--- src/rtl/id_switch_pkg.sv ---
// Shared constants for the board ID switch block: register map, bus width and
// init sequencer state encoding.
package id_switch_pkg;

  localparam int DATA_WIDTH = 32;

  localparam logic [1:0] ADDR_STABLE   = 2'd0;
  localparam logic [1:0] ADDR_RAW      = 2'd1;
  localparam logic [1:0] ADDR_CHANGED  = 2'd2;
  localparam logic [1:0] ADDR_IRQ_MASK = 2'd3;

  typedef logic [1:0] init_state_t;
  localparam init_state_t S_INIT = 2'd0;
  localparam init_state_t S_LOAD = 2'd1;
  localparam init_state_t S_RUN  = 2'd2;

endpackage

--- src/rtl/id_switch_debounce_avmm_debounce_bit.sv ---
// One switch input: synchroniser chain, hold counter, debounced level and a
// single-cycle accept pulse on the edge where a new level is taken.
module debounce_bit #(
  parameter int SYNC_STAGES     = 2,
  parameter int DEBOUNCE_CYCLES = 50000
) (
  input  logic clk_clk,
  input  logic reset_reset,
  input  logic sw,
  input  logic load,
  input  logic run,
  output logic sw_sync,
  output logic stable,
  output logic accept
);

  localparam int CNT_WIDTH = $clog2(DEBOUNCE_CYCLES);
  localparam logic [CNT_WIDTH-1:0] CNT_LAST = CNT_WIDTH'(DEBOUNCE_CYCLES - 1);

  logic [SYNC_STAGES-1:0] sync_q;
  logic [CNT_WIDTH-1:0]   cnt;
  logic                   differs;

  always_ff @(posedge clk_clk or posedge reset_reset) begin
    if (reset_reset) sync_q <= '0;
    else             sync_q <= {sync_q[SYNC_STAGES-2:0], sw};
  end

  assign sw_sync = sync_q[SYNC_STAGES-1];
  assign differs = sw_sync ^ stable;
  // The terminal compare both accepts the new level and keeps the counter from wrapping.
  assign accept  = run && differs && (cnt == CNT_LAST);

  always_ff @(posedge clk_clk or posedge reset_reset) begin
    if (reset_reset) begin
      stable <= 1'b0;
      cnt    <= '0;
    end else if (load) begin
      stable <= sw_sync;
      cnt    <= '0;
    end else if (run) begin
      if (!differs) begin
        cnt <= '0;
      end else if (accept) begin
        stable <= sw_sync;
        cnt    <= '0;
      end else begin
        cnt <= cnt + CNT_WIDTH'(1);
      end
    end
  end

endmodule

--- src/rtl/id_switch_debounce_avmm.sv ---
// Board ID switch reader: per-bit debounce, sticky change flags with maskable
// irq, debug toggle on every accepted change, Avalon-MM register access.
module id_switch_debounce_avmm
  import id_switch_pkg::*;
#(
  parameter int SW_WIDTH        = 4,
  parameter int SYNC_STAGES     = 2,
  parameter int DEBOUNCE_CYCLES = 50000
) (
  input  logic                  clk_clk,
  input  logic                  reset_reset,
  input  logic [SW_WIDTH-1:0]   sw,
  input  logic [1:0]            avs_address,
  input  logic                  avs_read,
  input  logic                  avs_write,
  input  logic [DATA_WIDTH-1:0] avs_writedata,
  output logic [DATA_WIDTH-1:0] avs_readdata,
  output logic                  irq,
  output logic                  debug_out1
);

  localparam logic [2:0] INIT_LAST = 3'(SYNC_STAGES);

  init_state_t           state;
  logic [2:0]            init_cnt;
  logic                  load;
  logic                  run;
  logic [SW_WIDTH-1:0]   sw_sync;
  logic [SW_WIDTH-1:0]   stable;
  logic [SW_WIDTH-1:0]   accept;
  logic [SW_WIDTH-1:0]   changed;
  logic [SW_WIDTH-1:0]   irq_mask;
  logic [SW_WIDTH-1:0]   w1c;
  logic [DATA_WIDTH-1:0] rd_mux;
  logic                  unused_wdata;

  // Switch values present at power-up are loaded silently once the synchronisers have filled.
  always_ff @(posedge clk_clk or posedge reset_reset) begin
    if (reset_reset) begin
      state    <= S_INIT;
      init_cnt <= '0;
    end else begin
      // NOTE: sequential state always uses <= so every flop samples pre-edge values.
      case (state)
        S_INIT: begin
          if (init_cnt == INIT_LAST) state <= S_LOAD;
          else                       init_cnt <= init_cnt + 3'd1;
        end
        S_LOAD:  state <= S_RUN;
        S_RUN:   state <= S_RUN;
        default: state <= S_INIT;
      endcase
    end
  end

  assign load = (state == S_LOAD);
  assign run  = (state == S_RUN);

  for (genvar g = 0; g < SW_WIDTH; g++) begin : g_bit
    debounce_bit #(
      .SYNC_STAGES    (SYNC_STAGES),
      .DEBOUNCE_CYCLES(DEBOUNCE_CYCLES)
    ) u_debounce_bit (
      .clk_clk    (clk_clk),
      .reset_reset(reset_reset),
      .sw         (sw[g]),
      .load       (load),
      .run        (run),
      .sw_sync    (sw_sync[g]),
      .stable     (stable[g]),
      .accept     (accept[g])
    );
  end

  assign w1c = (avs_write && avs_address == ADDR_CHANGED) ? avs_writedata[SW_WIDTH-1:0] : '0;
  assign unused_wdata = ^avs_writedata;

  // A hardware set in the same cycle as a W1C clear wins, so no change is lost.
  always_ff @(posedge clk_clk or posedge reset_reset) begin
    if (reset_reset) begin
      changed    <= '0;
      irq_mask   <= '0;
      irq        <= 1'b0;
      debug_out1 <= 1'b0;
    end else begin
      changed    <= (changed & ~w1c) | accept;
      irq        <= run && |(changed & irq_mask);
      debug_out1 <= debug_out1 ^ (|accept);
      if (avs_write && avs_address == ADDR_IRQ_MASK)
        irq_mask <= avs_writedata[SW_WIDTH-1:0];
    end
  end

  always_comb begin
    // NOTE: default first so every path assigns rd_mux and no latch is inferred.
    rd_mux = '0;
    case (avs_address)
      ADDR_STABLE:   rd_mux[SW_WIDTH-1:0] = stable;
      ADDR_RAW:      rd_mux[SW_WIDTH-1:0] = sw_sync;
      ADDR_CHANGED:  rd_mux[SW_WIDTH-1:0] = changed;
      ADDR_IRQ_MASK: rd_mux[SW_WIDTH-1:0] = irq_mask;
    endcase
  end

  always_ff @(posedge clk_clk or posedge reset_reset) begin
    if (reset_reset)   avs_readdata <= '0;
    else if (avs_read) avs_readdata <= rd_mux;
  end

endmodule

--- config.mk ---
export PLATFORM = sky130hd
export DESIGN_NAME = id_switch_debounce_avmm
export DESIGN_NICKNAME = d
export VERILOG_FILES = /design/src/rtl/id_switch_pkg.sv /design/src/rtl/id_switch_debounce_avmm_debounce_bit.sv /design/src/rtl/id_switch_debounce_avmm.sv
export SDC_FILE = /design/constraint.sdc
export NUM_CORES = 1
export LEC_CHECK = 0
export CAP_MARGIN = 15
export CORE_ASPECT_RATIO = 0.7
export CORE_MARGIN = 5
export CORE_UTILIZATION = 46
export DETAILED_ROUTE_END_ITERATION = 8
export PLACE_DENSITY_LB_ADDON = 0.25
export SKIP_LAST_GASP = 1
export SYNTH_ARGS = -nofsm -noshare
export SYNTH_HDL_FRONTEND = slang
export SYNTH_SLANG_ARGS = --single-unit
--- constraint.sdc ---
create_clock -name clk_clk -period 3.42 [get_ports clk_clk]
set_input_delay 0.684 -clock clk_clk [delete_from_list [all_inputs] [get_ports clk_clk]]
set_output_delay 0.684 -clock clk_clk [all_outputs]
set_load 0.05 [all_outputs]
After elaboration in Yosys (flattened, before gate mapping)
Cells that the tools add are included.
{ "totals": {"reg_bits": 95, "mem_count": 0, "latch_bits": 0, "mem_bits_rw": 0, "rom_bits": 0} }
{ "classes": {"eq_ne": 11, "shifts": 0, "reduce_logical": 30, "n_lt_le_gt_ge": 0, "div": 0, "n_mul": 0, "muxes": 36, "bitwise_logic": 10, "n_addsub": 5} }
{ "op_table": {"columns": ["op", "count"], "rows": [
  ["16-bit 2-to-1 mux", 16],
  ["16-bit by 1-bit adder with 16-bit output (second input constant)", 4],
  ["16-bit == test (second input constant)", 4],
  ["2-bit nonzero test", 9],
  ["1-bit 2-to-1 mux", 16],
  ["4-bit case mux with 4 select lines", 1],
  ["3-bit AND reduction", 4],
  ["1-bit logical AND", 11],
  ["4-bit bitwise AND", 2],
  ["4-bit OR reduction", 2],
  ["2-bit == test (second input constant)", 3],
  ["1-bit bitwise XOR", 5],
  ["2-bit by 1-bit == test with 1-bit output (second input constant)", 2],
  ["2-bit zero test", 2],
  ["4-bit 2-to-1 mux", 1],
  ["4-bit inverter", 1],
  ["4-bit OR", 1],
  ["2-bit case mux with 2 select lines", 1],
  ["3-bit by 1-bit adder with 3-bit output (second input constant)", 1],
  ["3-bit by 2-bit == test with 1-bit output (second input constant)", 1],
  ["2-bit 2-to-1 mux", 1],
  ["2-bit inequality test (second input constant)", 1],
  ["2-bit AND reduction", 1],
  ["2-bit OR reduction", 1],
  ["1-bit inverter", 1]
]} }

Logic depth before layout (Yosys ltp)
{ "logic_depth": {"ltp_word": 7, "ltp_mapped": 9, "ltp_nobuf": 7} }

Hierarchy
A second synthesis with hierarchy kept.
{ "unflattened": {"hier_cells": 513, "hier_area_um2": 5232.5} }
{ "modules_own_cells": {"columns": ["module", "seq_area_each_um2", "area_each_um2", "instances", "cells_per_inst"], "rows": [
  ["debounce_bit", 475.5, 1013.5, 4, 101],
  ["id_switch_debounce_avmm", 475.5, 1178.6, 1, 109]
]} }

Worst setup path after synthesis
Ideal clock, no wire load.
{ "synth_timing": {"path_type": "register to register", "startpoint": "register g_bit[3].u_debounce_bit.cnt[0]", "endpoint": "register g_bit[3].u_debounce_bit.cnt[3]", "arrival_ns": 1.880, "setup_time_ns": 0.090, "stages_incl_launch_ff": 8, "setup_slack_ns": 1.450, "path_buffers": 1, "synth_period_minus_slack_ns": 1.970, "path_cell_list": "dfrtp_1 > ha_1 > nand4b_1 > nor4_4 > or3_1 > buf_6 > or4b_1 > o221ai_1"} }
{ "synth_between": {"elab_chain_cells": 6} }
{ "synth_lines": {"columns": ["element", "line", "source"], "rows": [
  ["start: declaration", "id_switch_debounce_avmm_debounce_bit.sv:21", "logic [CNT_WIDTH-1:0] cnt;"],
  ["start signal: assignment", "id_switch_debounce_avmm_debounce_bit.sv:48", "cnt <= cnt + CNT_WIDTH'(1);"],
  ["parallel branches: the longest is 2 deep, another holds 16-bit by 1-bit adder with 16-bit output", null, null],
  ["16-bit 2-to-1 mux *", "id_switch_debounce_avmm_debounce_bit.sv:44", "end else if (accept) begin"],
  ["16-bit 2-to-1 mux *", "id_switch_debounce_avmm_debounce_bit.sv:42", "if (!differs) begin"],
  ["16-bit 2-to-1 mux *", "id_switch_debounce_avmm_debounce_bit.sv:41", "end else if (run) begin"],
  ["16-bit 2-to-1 mux *", "id_switch_debounce_avmm_debounce_bit.sv:38", "end else if (load) begin"]
]} }
Mark *: on every way between the ends. The select of a mux whose other input is x is not followed.
A chain may end at the register's enable or synchronous reset.

Worst setup path after layout
{ "layout_timing": {"startpoint": "register state[1]", "endpoint": "register g_bit[0].u_debounce_bit.cnt[15]"} }
{ "layout_between": {"elab_chain_cells": 7} }
{ "layout_lines": {"columns": ["element", "line", "source"], "rows": [
  ["start: declaration", "id_switch_debounce_avmm.sv:24", "init_state_t state;"],
  ["start signal: assignment", "id_switch_debounce_avmm.sv:40", "state <= S_INIT;"],
  ["start signal: assignment", "id_switch_debounce_avmm.sv:46", "if (init_cnt == INIT_LAST) state <= S_LOAD;"],
  ["start signal: assignment", "id_switch_debounce_avmm.sv:49", "S_LOAD: state <= S_RUN;"],
  ["2-bit == test", "id_switch_debounce_avmm.sv:57", "assign run = (state == S_RUN);"],
  ["1-bit logical AND (2 in series)", "id_switch_debounce_avmm_debounce_bit.sv:32", "assign accept = run && differs && (cnt == CNT_LAST);"],
  ["16-bit 2-to-1 mux", "id_switch_debounce_avmm_debounce_bit.sv:44", null],
  ["16-bit 2-to-1 mux", "id_switch_debounce_avmm_debounce_bit.sv:42", null],
  ["16-bit 2-to-1 mux", "id_switch_debounce_avmm_debounce_bit.sv:41", null],
  ["16-bit 2-to-1 mux", "id_switch_debounce_avmm_debounce_bit.sv:38", null],
  ["end signal: assignment", "id_switch_debounce_avmm_debounce_bit.sv:48", null],
  ["end: declaration", "id_switch_debounce_avmm_debounce_bit.sv:21", null]
]} }
Several ways; a longest one is shown, not always the timed one. The select of a mux whose other input is x is not followed.

==> flow_summary.json <==
{
  "rows": 31,
  "via_per_inst": 5.18,
  "fin_crit_ps": 2540,
  "crit_arrival_ps": 2750,
  "p_int_mw": 1.91,
  "holdPathStages": 0,
  "cap_violations": 0,
  "postCtsSetupBuffers": 0,
  "clock_skew_ps": 4.89,
  "crit_chain": "inv_1 > ha_1 > nand4_1 > or3_1 > nor3_1 > xnor2_1 > nor2_1",
  "grt_antenna_before_repair": 0,
  "dr.pass1.iters": 4,
  "status": "completed",
  "syn-cell-area_sq_um": 4920,
  "power.total_mw": 2.56,
  "cpMaxStageDelayCell": "ha_1",
  "ant_nets": 0,
  "crit_family": "simple AND/OR/NAND/NOR gates",
  "r2r_cells": 7,
  "p_leak_nw": 2.38,
  "cts_resized": 0,
  "synth-edff-count": 0,
  "gr-total-overflow": 0,
  "grt_max_degree": 96,
  "p_seq_frac": 0.473,
  "crit_type": "reg -> reg",
  "slew_headroom": 0.597,
  "fill_cells": 939,
  "cp_num_buf_inv": 1,
  "ys_types": 55,
  "path_clk_slew_ps": 60,
  "final_nets": 554,
  "ys_async_sr_fraction": 1.00,
  "tightest_slew_ps": 605,
  "clock_path_buffers": 2,
  "crit_fanout": 19,
  "io_pins": 76,
  "hold_ws_ps": 347,
  "combPwrFrac": 0.114,
  "final_max_slew_viol_count": 0,
  "wl_mm": 8.74,
  "vias": 3318,
  "syn_avg_cell_area_sq_um": 10.2,
  "die_w_um": 134,
  "crit_path_start_kind": "register",
  "wl_per_cell_um": 13.7,
  "grt_usage": 0.149,
  "timing.critical_path.depth": 7,
  "vdd_drop_max_uv": 253,
  "setup_violations": 0,
  "start_util": 0.473,
  "fin_crit_sh": 0.742,
  "die-area_sq_um": 12900,
  "synth_seq_cells": 95,
  "syn_inst": 481,
  "io_buffer_count": 19,
  "dpl.hpwl_mm": 6.22,
  "drive_gt1_frac": 0.0984,
  "rsz0062_at_grt": "no",
  "fmax_mhz": 394,
  "cp-end-kind": "register",
  "fin_tns_setup_ps": 0,
  "gp_congestion": 0.801,
  "cts_buffers": 9,
  "clock_latency_ps": 340,
  "switching_share": 0.255,
  "area_growth_pct": 10.8,
  "htreeDepth": 3,
  "core_sq_um": 10400,
  "drt_iter0_markers": 252,
  "die_y_um": 96.5,
  "ys_seq_area_frac": 0.483,
  "cts_tree": "yes",
  "cts_root_buf": "clkbuf_16",
  "ys.flop_type": "dfrtp_1",
  "dp.cells": 624,
  "cts_num_sinks": 95,
  "power_density_nw_per_um2": 470,
  "cts_hold_buf": 0,
  "hold_class": "reg -> reg",
  "finalHoldViolCount": 0,
  "finalNonFillerCells": 640,
  "drc": 0,
  "yosys_warnings": 0,
  "diodes": 0,
  "clkPwrFrac": 0.413,
  "grt_first_pass_wirelength_mm": 15.4,
  "grt_pass1_vias": 3296,
  "cp.required_ps": 3640,
  "p_switching_uw": 654,
  "cp_slowest_stage_delay_ps": 680
}
-- cell usage in the layout (no fill, tap or decap), drive strengths merged, types with 2 or more instances in the layout --
| master | n |
|---|---|
| buf | 5 |
| nand4 | 13 |
| clkinvlp | 3 |
| nand3 | 20 |
| or4 | 2 |
| a21o | 7 |
| nor2 | 61 |
| bufinv | 2 |
| clkdlybuf4s50 | 19 |
| xor2 | 25 |
| inv | 19 |
| mux2 | 16 |
| dfrtp | 95 |
| or4b | 4 |
| nand2 | 47 |
| nor3 | 13 |
| nor4 | 8 |
| o21ai | 14 |
| and2 | 4 |
| o221ai | 3 |
| o31ai | 4 |
| or3 | 5 |
| conb | 28 |
| o2bb2ai | 2 |
| o22ai | 5 |
| mux4 | 4 |
| a21boi | 2 |
| nor4b | 3 |
| or2 | 2 |
| clkbuf | 11 |
| nand4b | 4 |
| and3 | 11 |
| ha | 9 |
| a22oi | 2 |
| xnor2 | 25 |
-- power by group through the flow --
stage          clock, mW  sequential [mW]  combinational (mW)
3_5_place_dp           0             1.23               0.294
2_1_floorplan          0             1.25               0.230
5_1_grt             1.14             1.22               0.322
4_1_cts             1.09             1.21               0.295
6_report            1.06             1.21               0.292
3_3_place_gp           0             1.23               0.289
-- synthesized netlist by cell type (2+ instances only) --
| cell | instances | area (sq um) |
|---|---|---|
| buf_4 | 29 | 218 |
| xnor2_1 | 25 | 219 |
| nand4b_1 | 4 | 35.0 |
| o31ai_1 | 3 | 22.5 |
| or4b_1 | 3 | 30.0 |
| nor4b_1 | 3 | 26.3 |
| a21o_1 | 7 | 52.6 |
| o2bb2ai_1 | 2 | 17.5 |
| o21ai_0 | 12 | 60.1 |
| nor3_1 | 13 | 65.1 |
| and2_1 | 2 | 12.5 |
| o221ai_1 | 3 | 26.3 |
| buf_2 | 3 | 15.0 |
| o22ai_1 | 5 | 31.3 |
| nor4_1 | 7 | 43.8 |
| ha_1 | 9 | 113 |
| and3_1 | 11 | 68.8 |
| nand2_1 | 47 | 176 |
| inv_1 | 19 | 71.3 |
| nand4_1 | 13 | 81.3 |
| a21boi_0 | 2 | 15.0 |
| buf_6 | 2 | 22.5 |
| o21ai_1 | 2 | 10.0 |
| nand3_1 | 20 | 100 |
| clkbuf_1 | 5 | 18.8 |
| xor2_1 | 25 | 219 |
| a22oi_1 | 2 | 15.0 |
| or3_1 | 4 | 25.0 |
| nor2_1 | 61 | 229 |
| mux4_2 | 4 | 90.1 |
| mux2_2 | 15 | 169 |
| dfrtp_1 | 95 | 2380 |
| or2_2 | 2 | 12.5 |
-- stage by stage --
stage	setup WS (ps)	utilization	instance area, sq um
floorplan	259	-	5020
global placement	945	0.494	5130
detailed placement	871	0.494	5130
CTS	867	0.524	5450
global route	602	0.524	5450
finish	882	0.524	5450
-- cells by family after synthesis --
kind of cell,after synthesis,synth area share
other,1,0.000763
AND/OR/NAND/NOR,203,0.209
adder cells (fa/ha/maj),9,0.0229
AO/OA/AOI/OAI,43,0.0611
multiplexers,21,0.0570
buffers and inverters,59,0.0768
XOR/XNOR,50,0.0891
flip-flops,95,0.483
-- final timing paths --
| kind | endpoint | startpoint | slack [ps] |
|---|---|---|---|
| setup / recovery | g_bit[0].u_debounce_bit.cnt[15]$_DFFE_PP0P_ | state[1]$_DFFE_PP0N_ | 880 |
| setup reg to reg | g_bit[0].u_debounce_bit.cnt[15]$_DFFE_PP0P_ | state[1]$_DFFE_PP0N_ | 880 |
| hold / removal | g_bit[2].u_debounce_bit.sync_q[1]$_DFF_PP0_ | g_bit[2].u_debounce_bit.sync_q[0]$_DFF_PP0_ | 350 |
| max in group asynchronous | g_bit[1].u_debounce_bit.cnt[10]$_DFFE_PP0P_ | reset_reset | 2230 |
| min in group asynchronous | g_bit[1].u_debounce_bit.sync_q[0]$_DFF_PP0_ | reset_reset | 800 |
| hold reg to reg | g_bit[2].u_debounce_bit.sync_q[1]$_DFF_PP0_ | g_bit[2].u_debounce_bit.sync_q[0]$_DFF_PP0_ | 350 |
-- cell type report --
type	count	area [sq um]	share of cell area
well taps	132	165	0.0303
inverters	19	73.8	0.0136
clock inverters	5	82.6	0.0152
multi-input cells	354	2260	0.415
clock buffers	11	233	0.0427
flip-flops and latches	95	2380	0.436
repair buffers	24	253	0.0464
-- worst reg2reg max path, cell delays in order (launching register included) --
cell	delay (ps)
dfrtp_1	350
inv_1	70
ha_1	680
nand4_1	390
or3_1	480
nor3_1	240
xnor2_1	150
nor2_1	60
-- flip-flops by register name (all words and copies together) (netlist names) --
signal and count:
irq 1, init_cnt 3, state 2, irq_mask 4, avs_readdata 4, g_bit.u_debounce_bit.stable 4, g_bit.u_debounce_bit.cnt 64, g_bit.u_debounce_bit.sync_q 8
changed 4, debug_out1 1
-- routing by layer --
metal,GRT usage,wire length [um],share of wire
met4,0.0428,102,0.012
met1,0.200,4320,0.49
met2,0.242,4070,0.47
met5,0,0,0
met3,0.0378,246,0.028
(Power assumes the default switching activity.)
